--- src/rtl/display_scanner_pkg.sv ---
// display_scanner_pkg: shared constants and helpers for the multiplexed display scanner.
package display_scanner_pkg;
   localparam int NUM_DIGITS = 4;
   localparam int NIBBLE_W = 4;
   localparam logic [NUM_DIGITS-1:0] DIGIT_OFF = 4'b1111;
   localparam int DEF_DIV = 12000;
   localparam int DEF_GUARD = 2;
   function automatic logic [NUM_DIGITS-1:0] digit_on(input logic [$clog2(NUM_DIGITS)-1:0] idx);
      return ~(NUM_DIGITS'(1) << idx);
   endfunction
endpackage

--- src/rtl/tick_divider.sv ---
// tick_divider: free-running 0..DIV-1 prescaler; tick marks the last count of each period.
module tick_divider
   import display_scanner_pkg::*;
#(
   parameter int DIV = DEF_DIV
) (
   input  logic                    clk,
   input  logic                    rst_n,
   output logic [$clog2(DIV)-1:0]  count,
   output logic                    tick
);
   localparam int CW = $clog2(DIV);
   logic [CW-1:0] r_count;
   always_ff @(posedge clk or negedge rst_n) begin
      if (!rst_n) r_count <= '0;
      else        r_count <= tick ? '0 : r_count + CW'(1);
   end
   assign count = r_count;
   assign tick = r_count == CW'(DIV - 1);
endmodule

--- src/rtl/display_scanner.sv ---
// display_scanner: 4-digit multiplexed display scanner with frame-synchronous double-buffered loads.
// Optional leading-zero blanking is enabled by defining DISPLAY_SCANNER_LEADING_ZERO_BLANK_EN.
module display_scanner
   import display_scanner_pkg::*;
#(
   parameter int DIV   = DEF_DIV,
   parameter int GUARD = DEF_GUARD
) (
   input  logic                           clk,
   input  logic                           rst_n,
   input  logic [NUM_DIGITS*NIBBLE_W-1:0] value_in,
   input  logic                           load,
   input  logic [NUM_DIGITS-1:0]          dp_in,
   output logic                           load_ack,
   output logic [NIBBLE_W-1:0]            digit_nibble,
   output logic [NUM_DIGITS-1:0]          digit_sel,
   output logic                           dp_out,
   output logic                           frame_start
);
   localparam int CW = $clog2(DIV);
   localparam int IW = $clog2(NUM_DIGITS);
   localparam int VW = NUM_DIGITS * NIBBLE_W;
   logic [CW-1:0]         w_count;
   logic                  w_tick;
   logic                  w_wrap;
   logic                  w_blank;
   logic [IW-1:0]         r_index;
   logic [VW-1:0]         r_shadow;
   logic [VW-1:0]         r_active;
   logic [NUM_DIGITS-1:0] r_shadow_dp;
   logic [NUM_DIGITS-1:0] r_active_dp;
   logic                  r_pending;

   tick_divider #(.DIV(DIV)) u_div (
      .clk   (clk),
      .rst_n (rst_n),
      .count (w_count),
      .tick  (w_tick)
   );

   assign w_wrap = w_tick && (r_index == IW'(NUM_DIGITS - 1));

`ifdef DISPLAY_SCANNER_LEADING_ZERO_BLANK_EN
   // A digit is blank when it and every more-significant digit are zero.
   assign w_blank = (r_index != '0) && ((r_active >> {r_index, 2'b00}) == '0);
`else
   assign w_blank = 1'b0;
`endif

   always_ff @(posedge clk or negedge rst_n) begin
      if (!rst_n) begin
         r_index     <= '0;
         frame_start <= 1'b0;
         load_ack    <= 1'b0;
      end else begin
         r_index     <= w_tick ? r_index + IW'(1) : r_index;
         frame_start <= w_wrap;
         load_ack    <= load;
      end
   end

   // Active copy at the wrap sees the pre-load shadow, so a colliding load stays pending.
   always_ff @(posedge clk or negedge rst_n) begin
      if (!rst_n) begin
         r_shadow    <= '0;
         r_shadow_dp <= '0;
         r_active    <= '0;
         r_active_dp <= '0;
         r_pending   <= 1'b0;
      end else begin
         r_shadow    <= load ? value_in : r_shadow;
         r_shadow_dp <= load ? dp_in : r_shadow_dp;
         r_active    <= (w_wrap && r_pending) ? r_shadow : r_active;
         r_active_dp <= (w_wrap && r_pending) ? r_shadow_dp : r_active_dp;
         r_pending   <= load || (r_pending && !w_wrap);
      end
   end

   always_ff @(posedge clk or negedge rst_n) begin
      if (!rst_n) begin
         digit_nibble <= '0;
         digit_sel    <= DIGIT_OFF;
         dp_out       <= 1'b0;
      end else begin
         digit_nibble <= r_active[{r_index, 2'b00} +: NIBBLE_W];
         digit_sel    <= ((w_count < CW'(GUARD)) || w_blank) ? DIGIT_OFF : digit_on(r_index);
         dp_out       <= r_active_dp[r_index];
      end
   end
endmodule

--- config.mk ---
export PLATFORM = sky130hd
export DESIGN_NAME = display_scanner
export DESIGN_NICKNAME = d
export VERILOG_FILES = /design/src/rtl/display_scanner_pkg.sv /design/src/rtl/tick_divider.sv /design/src/rtl/display_scanner.sv
export SDC_FILE = /design/constraint.sdc
export NUM_CORES = 1
export LEC_CHECK = 0
export CAP_MARGIN = 10
export CORE_MARGIN = 1
export CORE_UTILIZATION = 55
export CTS_CLUSTER_SIZE = 10
export DETAILED_ROUTE_END_ITERATION = 12
export GPL_ROUTABILITY_DRIVEN = 0
export PLACE_DENSITY = 0.79
export SLEW_MARGIN = 20
export SYNTH_ARGS = -nofsm -noshare
export SYNTH_HDL_FRONTEND = slang
export SYNTH_HIERARCHICAL = 1
export SYNTH_SLANG_ARGS = --single-unit
--- constraint.sdc ---
create_clock -name clk -period 3 [get_ports clk]
set_clock_uncertainty 0.15 [all_clocks]
set_input_delay 0.3 -clock clk [delete_from_list [all_inputs] [get_ports clk]]
set_output_delay 0.3 -clock clk [all_outputs]
set_load 0.05 [all_outputs]
**Word level (Yosys, flattened, before mapping)**

Index checks and enable logic that the tools add are counted.

- Add/subtract/negate cells: 2
- Order comparisons: 2
- Eq/ne operators: 2
- Shift operators: 2
- Multiplexer cells: 4
- Bitwise gates (word level): 1
- Reductions and logical operators: 5

Operators by type and width:

| cell | number |
|---|---|
| 16-bit by 5-bit variable part select with 4-bit output | 1 |
| 14-bit by 1-bit adder with 14-bit output (second input constant) | 1 |
| 14-bit equality test (second input constant) | 1 |
| 14-bit by 2-bit less-than comparator with 1-bit output (second input constant) | 1 |
| 14-bit two-way mux | 1 |
| 4-bit two-way mux | 1 |
| 4-bit NOT | 1 |
| 1-bit by 2-bit << shifter with 4-bit output (first input constant) | 1 |
| 1-bit logical AND | 3 |
| 2-bit by 3-bit less-than comparator with 1-bit output (second input constant) | 1 |
| 2-bit by 1-bit adder with 2-bit output (second input constant) | 1 |
| 1-bit binary-select mux with 2-bit select | 1 |
| 2-bit equality test (second input constant) | 1 |
| 1-bit zero test | 1 |
| 1-bit logical OR | 1 |
| 1-bit two-way mux | 1 |

- Flip-flop bits (word level): 68
- Input bits: 23
- Output and inout bits: 11
- Word-level logic and storage cells: 30

**Depth between registers and ports, before layout**

- Word-level depth: 5
- Gate-level depth with buffers: 6
- Mapped depth without buffers: 5

**Modules after synthesis**

Netlist, hierarchy kept.

Modules (own cells, without submodules):

| module | times used | cells each | area each (µm²) | sequential area each (µm²) |
|---|---|---|---|---|
| display_scanner | 1 | 125 | 2109.5 | 1356.3 |
| tick_divider | 1 | 70 | 710.7 | 350.3 |

**Least setup slack after synthesis**

OpenSTA, ideal clock, no wires.

- Path type: reg2reg
- Start point: reg u_div.r_count[5] (netlist: u_div/count[5])
- End point: reg r_active[0]
- Library setup time: 125 ps
- Data arrival time: 2164 ps
- Data required time: 2725 ps
- Setup slack: 562 ps
- Stages on the path, launching flop included: 6
- Buffers on the path: 1
- Period minus slack after synthesis: 2438 ps
- Cells stage by stage: dfrtp_1 > or4b_2 > nor4_1 > nand3_1 > buf_2 > mux2_2

- Word-level cells in the longest chain between the ends: 3

RTL lines:

| what | line | text |
|---|---|---|
| start: declaration | tick_divider.sv:13 | `logic [CW-1:0] r_count;` |
| start signal: assignment | tick_divider.sv:16 | `else r_count <= tick ? '0 : r_count + CW'(1);` |
| 14-bit equality test | tick_divider.sv:19 | `assign tick = r_count == CW'(DIV - 1);` |
| via w_tick | display_scanner.sv:24 | `logic w_tick;` |
| 1-bit logical AND | display_scanner.sv:41 | `assign w_wrap = w_tick && (r_index == IW'(NUM_DIGITS - 1));` |
| 1-bit logical AND | display_scanner.sv:73 | `r_active <= (w_wrap && r_pending) ? r_shadow : r_active;` |
| end signal: assignment | display_scanner.sv:73 |  |
| end: declaration | display_scanner.sv:29 | `logic [VW-1:0] r_active;` |

The timed path passes the listed nets, and every way through them passes these cells.
A chain may end at the register's enable or synchronous reset.

**Worst setup path after layout**

- Start point: reg u_div.r_count[5] (netlist: u_div/count[5])
- End point: reg r_active[10]

The elaborated chain is that of the path after synthesis.

==> impl_metrics.tcl <==
set metrics [dict create \
    grt_usage 0.220 \
    synth-edff-count 0 \
    cts.clk_slew.worst_paths_ns 0.07 \
    worst_pin_slew_ns 1.01 \
    fmax_mhz 424 \
    cts.sinks 68 \
    via_count 1692 \
    p_int_mw 1.47 \
    r2r_slack_ns 0.64 \
    clk-insertion-delay-late_ns 0.34 \
    numCtsBuffers 9 \
    crit_path_end_kind "flip-flop" \
    htreeDepth 3 \
    p_seq_frac 0.518 \
    finalNonFillerCells 311 \
    period_minus_slack_ns 2.36 \
    ys_types 30 \
    cp-start-kind "flip-flop" \
    crit_slowest_cell "or4b_2" \
    grt_use_met3 0.0590 \
    grtUsageMet2 0.338 \
    routedWlPerCell_um 16.0 \
    path_cells "or4b_2 > nor4_1 > buf_4 > nand3_1 > buf_4 > mux2_2" \
    cts_tree "built" \
    worstPathMaxFanout 20 \
    yosys_warnings 6 \
    viasPerCell 5.44 \
    setup_viol 0 \
    synth_area_leaders "dfrtp_1 57%, mux2_2 16%, mux4_2 4.0%, dfstp_2 3.7%, xor2_1 2.8%" \
    grt_pass1_vias 1804 \
    slew_viol_final 0 \
    ys_ff_latch 68 \
    period_share 0.786 \
    dieArea_sq_mm 0.00542 \
    core_area_sq_mm 0.00482 \
    synth_top_area_frac 0.568 \
    dp.cells 294 \
    grt_max_degree 36 \
    num_rows 25 \
    syn-num-nets 224 \
    drt_wl_total_mm 4.98 \
    path_class "reg2reg" \
    top_usage_layer "met2" \
    async_reset_ff_frac 1.00 \
    yosysSeqAreaShare 0.605 \
    worst_ep_required_time_ns 3.07 \
    hold_violations 0 \
    p_comb_frac 0.049 \
    synth_common_cells "64 x dfrtp_1, 40 x mux2_2, 10 x nand3_1, 10 x nor2_1, 9 x xor2_1" \
    antenna_cells 0 \
    io_buffer_count 33 \
    rsz0062_at_grt "no" \
    ys.flop_type "dfrtp_1" \
    dr.pass1.iters 4 \
    synth_top_area_cell "dfrtp_1" \
    post_cts_buffers 0 \
    dp_hpwl_mm 3.41 \
    yosysMostFrequentCell "dfrtp_1" \
    slew_headroom 0.324 \
    cts-root-buf "clkbuf_8" \
    die_x_um 73.6 \
    pin_count 34 \
    p_sw_frac 0.204 \
    syn_inst 195 \
    nFillCells 334 \
    leakagePower_nw 1.55 \
    p_per_area_mw_per_mm2 532 \
    final_net_count 268 \
    cap_violations 0 \
    die_y_um 73.6 \
    grt_pass1_wl_mm 8.48 \
    p_switching_mw 0.377 \
    avgSynthCellArea_sq_um 14.5 \
    drt_iter0_drc 109 \
    antenna_found_initial 0 \
    cts.path.max_buffers 2 \
    start_util 0.585 \
    p_total_mw 1.85 \
    cpPeakStageDelay_ns 0.68 \
    cp_data_arrival_time_ns 2.43 \
    status "finished clean" \
    layout-drive-gt1-share 0.316 \
    crit_top_cell "buf_4" \
    grt-ovfl-total 0 \
    ir_drop_mv 0.449 \
    setup_tns_ns 0 \
    hold_class "reg2reg" \
    synthesis.area_sq_mm 0.00282 \
    syn_to_final_growth_pct 23.3 \
    drc 0 \
    grt_use_met1 0.282 \
    ant_nets 0 \
    clockPowerShare 0.433 \
]
## critical path: cells and delay by family, from the launching register on
kind	cells	cell delay [ns]
and+or+nand+nor	3	0.95
muxes	1	0.30
DFF	1	0.44
buffers and inverters	2	0.40
## routing by layer
layer	vias up	wire length, um
li1	793	-
met1	853	2190
met2	38	2460
met3	8	209
met4	0	123
met5	-	0
## final cells by class
| type | count | area, sq um | share of cell area |
|---|---|---|---|
| timing repair buffer | 38 | 378 | 0.109 |
| clock buffer | 13 | 179 | 0.0514 |
| tap | 67 | 83.8 | 0.0241 |
| inverter | 3 | 11.3 | 0.00324 |
| multi-input combinational | 119 | 1080 | 0.310 |
| sequential | 68 | 1710 | 0.491 |
| clock inverter | 3 | 42.5 | 0.0122 |
## logic make-up (layout without fill, tap and decap cells)
logic type / count (synthesis) / in the layout / synth area share
flops: 68 / 68 / 0.605
simple gates: 49 / 49 / 0.0998
mux: 45 / 45 / 0.200
xor+xnor: 12 / 12 / 0.0373
buf+inv: 8 / 57 / 0.0129
compound gates: 7 / 7 / 0.0186
fa+ha+maj: 6 / 6 / 0.0266
## worst paths after layout
kind	startpoint	end	cells after the start
max	u_div/count[5]$_DFF_PN0_	r_active[10]$_DFFE_PN0P_	6
min	r_pending$_DFF_PN0_	r_pending$_DFF_PN0_	1
max reg2reg	u_div/count[5]$_DFF_PN0_	r_active[10]$_DFFE_PN0P_	6
min reg2reg	r_pending$_DFF_PN0_	r_pending$_DFF_PN0_	1
max in group asynchronous	rst_n	digit_sel[0]$_DFF_PN1_	3
min in group asynchronous	rst_n	load_ack$_DFF_PN0_	2
## repair_timing
action	in CTS	in global routing
endpoints found under the hold margin	34	0
hold buffers	1	0
gates resized for setup	0	0
## sequential cells by signal, summed over array words and instances, names as in the netlist
signal and cells:
r_active 16, u_div/count 14, dp_out 1, r_index 2, digit_nibble 4, frame_start 1
r_shadow 16, r_shadow_dp 4, r_active_dp 4, load_ack 1, digit_sel 4, r_pending 1
## per-stage QoR
| step | util | hold slack (ns) | setup slack (ns) | area (sq um) |
|---|---|---|---|---|
| floorplan | - | -0.146 | 0.562 | 2820 |
| global placement | 0.674 | 0.251 | 0.724 | 3250 |
| detailed placement | 0.674 | 0.270 | 0.653 | 3250 |
| CTS | 0.722 | 0.331 | 0.644 | 3480 |
| global route | 0.722 | 0.348 | 0.559 | 3480 |
| finish | 0.722 | 0.327 | 0.643 | 3480 |
## cells in the final DEF, fill, tap and decap left out, types with 4 or more instances in the layout
master,synthesis,layout
nor2_1,10,10
dfrtp_1,64,64
mux2_2,40,40
nand2_1,7,7
clkdlybuf4s50_1,0,32
ha_1,6,6
xor2_1,9,9
dfstp_2,4,4
clkbuf_8,0,13
nand4_1,5,5
o41ai_1,4,4
nand3_1,10,10
mux4_2,5,5
## power by group through the flow
stage	Sequential (mW)	Combinational [mW]	Clock, mW
floorplan	0.973	0.0328	0
CTS	0.959	0.0932	0.816
finish	0.959	0.0904	0.800
global placement	0.975	0.0868	0
global route	0.961	0.100	0.857
detailed placement	0.976	0.0914	0
Note: power is estimated with default switching activity, not from simulation.
==> patch (same flow settings) <==
`NIBBLE_W`: 4 -> 3.
--- a/src/rtl/display_scanner_pkg.sv
+++ b/src/rtl/display_scanner_pkg.sv
@@ -1,7 +1,7 @@
 // display_scanner_pkg: shared constants and helpers for the multiplexed display scanner.
 package display_scanner_pkg;
    localparam int NUM_DIGITS = 4;
-   localparam int NIBBLE_W = 4;
+   localparam int NIBBLE_W = 3;
    localparam logic [NUM_DIGITS-1:0] DIGIT_OFF = 4'b1111;
    localparam int DEF_DIV = 12000;
    localparam int DEF_GUARD = 2;
Interface: changed (resized digit_nibble and value_in); port bits go from 34 to 29. The function was not compared with the original's and may differ.
==> patch against the unedited design <==
Synthesized cell count down 14%. Non-clock buffer count down 10. Setup slack better by 51 ps. Power down 31%. Die area down 20%. Global-route usage down 0.38 points. Cell area down 23%. Sequential share of layout area up 0.63 points. Sequential cell count down 15. Wire length down 23%. Sequential power down 23%. Synthesized area down 20%. Critical path type unchanged.
==> patch: results (changes against the unedited design) <==
routed via count=1412 (-17%); initial drt markers=99 (-9.2%); clk root buf=clkbuf_8; Post-synth top cells=49 x dfrtp_1, 26 x mux2_2, 10 x nand3_1, 10 x nor2_1, 9 x xor2_1; result of the run=complete, no violations; vias in the first global route=1538 (-15%); placed cells=239 (-19%); synthesized net count=192 (-14%); Num CTS Buffers=5 (-4); non-filler cells, final=248 (-20%); R2R Setup Slk=690 ps (+50 ps); main area contributors after synthesis=dfrtp_1 55%, mux2_2 13%, dfstp_2 4.7%; fin nets=224 (-16%); clk_lat worst skew=310 ps (-30 ps); # H-tree levels=2 (-1); share of post-route cells with drive strength above 1=24.00% (-7.6 points); crit-path max FO=13 (-35%); Worst Tran Pin Value=687.9 ps (-323.1 ps); IO Port Bufs=25 (-24%); crit path DAT=2350 ps (-80 ps); largest net degree at the start of global routing=54 (+50%); reg2reg end=r_active[0]$_DFFE_PN0P_; fillers=255 (-24%); Syn Inst Count=167 (-14%); hold path endpoint=digit_nibble[2]$_DFF_PN0_; Max IR drop VDD=373.0 uV (-17%); first-pass GRT wire length=6865 um (-19%); sequential element share of the synthesized area=59.18% (-1.3 points)
==> patch: cell types whose count changed after synthesis, sizes merged, moves of 2 or more <==
cell and delta:
o2bb2ai +3, mux2 -14, buf -2, mux2i +3, mux4 -4, dfrtp -15
==> patch: power by group <==
group          switching, uW  leakage (uW)  internal [uW]  total (uW)
clock                    224     0.0000554            251         475
sequential              8.49      0.000675            732         741
combinational           25.8      0.000448           34.3        60.0
total                    258       0.00118           1020        1280
==> patch: how the worst max path moves through the flow <==
| stage | startpoint | end | slack (ps) | cells after the start |
|---|---|---|---|---|
| final | u_div/count[5]$_DFF_PN0_ | r_active[0]$_DFFE_PN0P_ | 690 | 6 |
| after detailed placement | u_div/count[5]$_DFF_PN0_ | r_active_dp[3]$_DFFE_PN0P_ | 690 | 6 |
| after global routing | u_div/count[5]$_DFF_PN0_ | r_active[10]$_DFFE_PN0P_ | 590 | 6 |
| after CTS | u_div/count[5]$_DFF_PN0_ | r_active[6]$_DFFE_PN0P_ | 680 | 6 |
| after global placement | u_div/count[5]$_DFF_PN0_ | r_active[1]$_DFFE_PN0P_ | 710 | 6 |
| after floorplan | u_div/count[5]$_DFF_PN0_ | r_active[10]$_DFFE_PN0P_ | 430 | 5 |
==> patch: layout make-up <==
cell class                 instances  area, um2  area share [%]
sequential                        53       1331           49.70
multi-input combinational        108      892.1           33.30
timing repair buffer              28      272.8           10.18
clock buffer                       6      72.57           2.709
tap                               48      60.06           2.242
clock inverter                     2      38.79           1.448
inverter                           3      11.26          0.4204
==> patch: metrics by stage <==
stage	instance area, um2	total power, uW	hold WS (ps)	util [%]	setup WS (ps)
global placement	2555	810.9	310.0	67.26	712.1
floorplan	2250	775.2	-145.6	-	430.7
CTS	2666	1288	86.93	70.19	679.5
finish	2679	1275	340.8	70.52	693.5
detailed placement	2555	816.0	326.7	67.26	692.2
global route	2679	1318	373.1	70.52	588.7
==> patch: layer usage <==
metal  track usage (%)  routed length, um  vias to the layer above
met5                 0                  0                        -
met4             10.64                 85                        0
met3             5.690                182                        9
met2             36.73               1906                       39
met1             25.26               1660                      699
li1                  -                  -                      665
==> patch: kinds of logic after synthesis <==
family,Yosys count,share of synthesized area (%)
buf+inv,6,1.168
compound gates,10,3.504
xor+xnor,12,4.672
simple gates,50,12.79
flops,53,59.18
mux,30,15.35
fa+ha+maj,6,3.337
==> patch: what timing repair did <==
action / CTS / global route
endpoints found under the setup margin: 0 / 0
gates resized for setup: 0 / 0
hold endpoints to repair: 0 / 49
hold buffers: 0 / 1
==> patch: critical path: stages (launching register included) <==
cell,delay (ps)
dfrtp_1,450
or4b_2,670
nor4_1,180
buf_4,180
nand3_1,70
buf_4,200
mux2_2,290
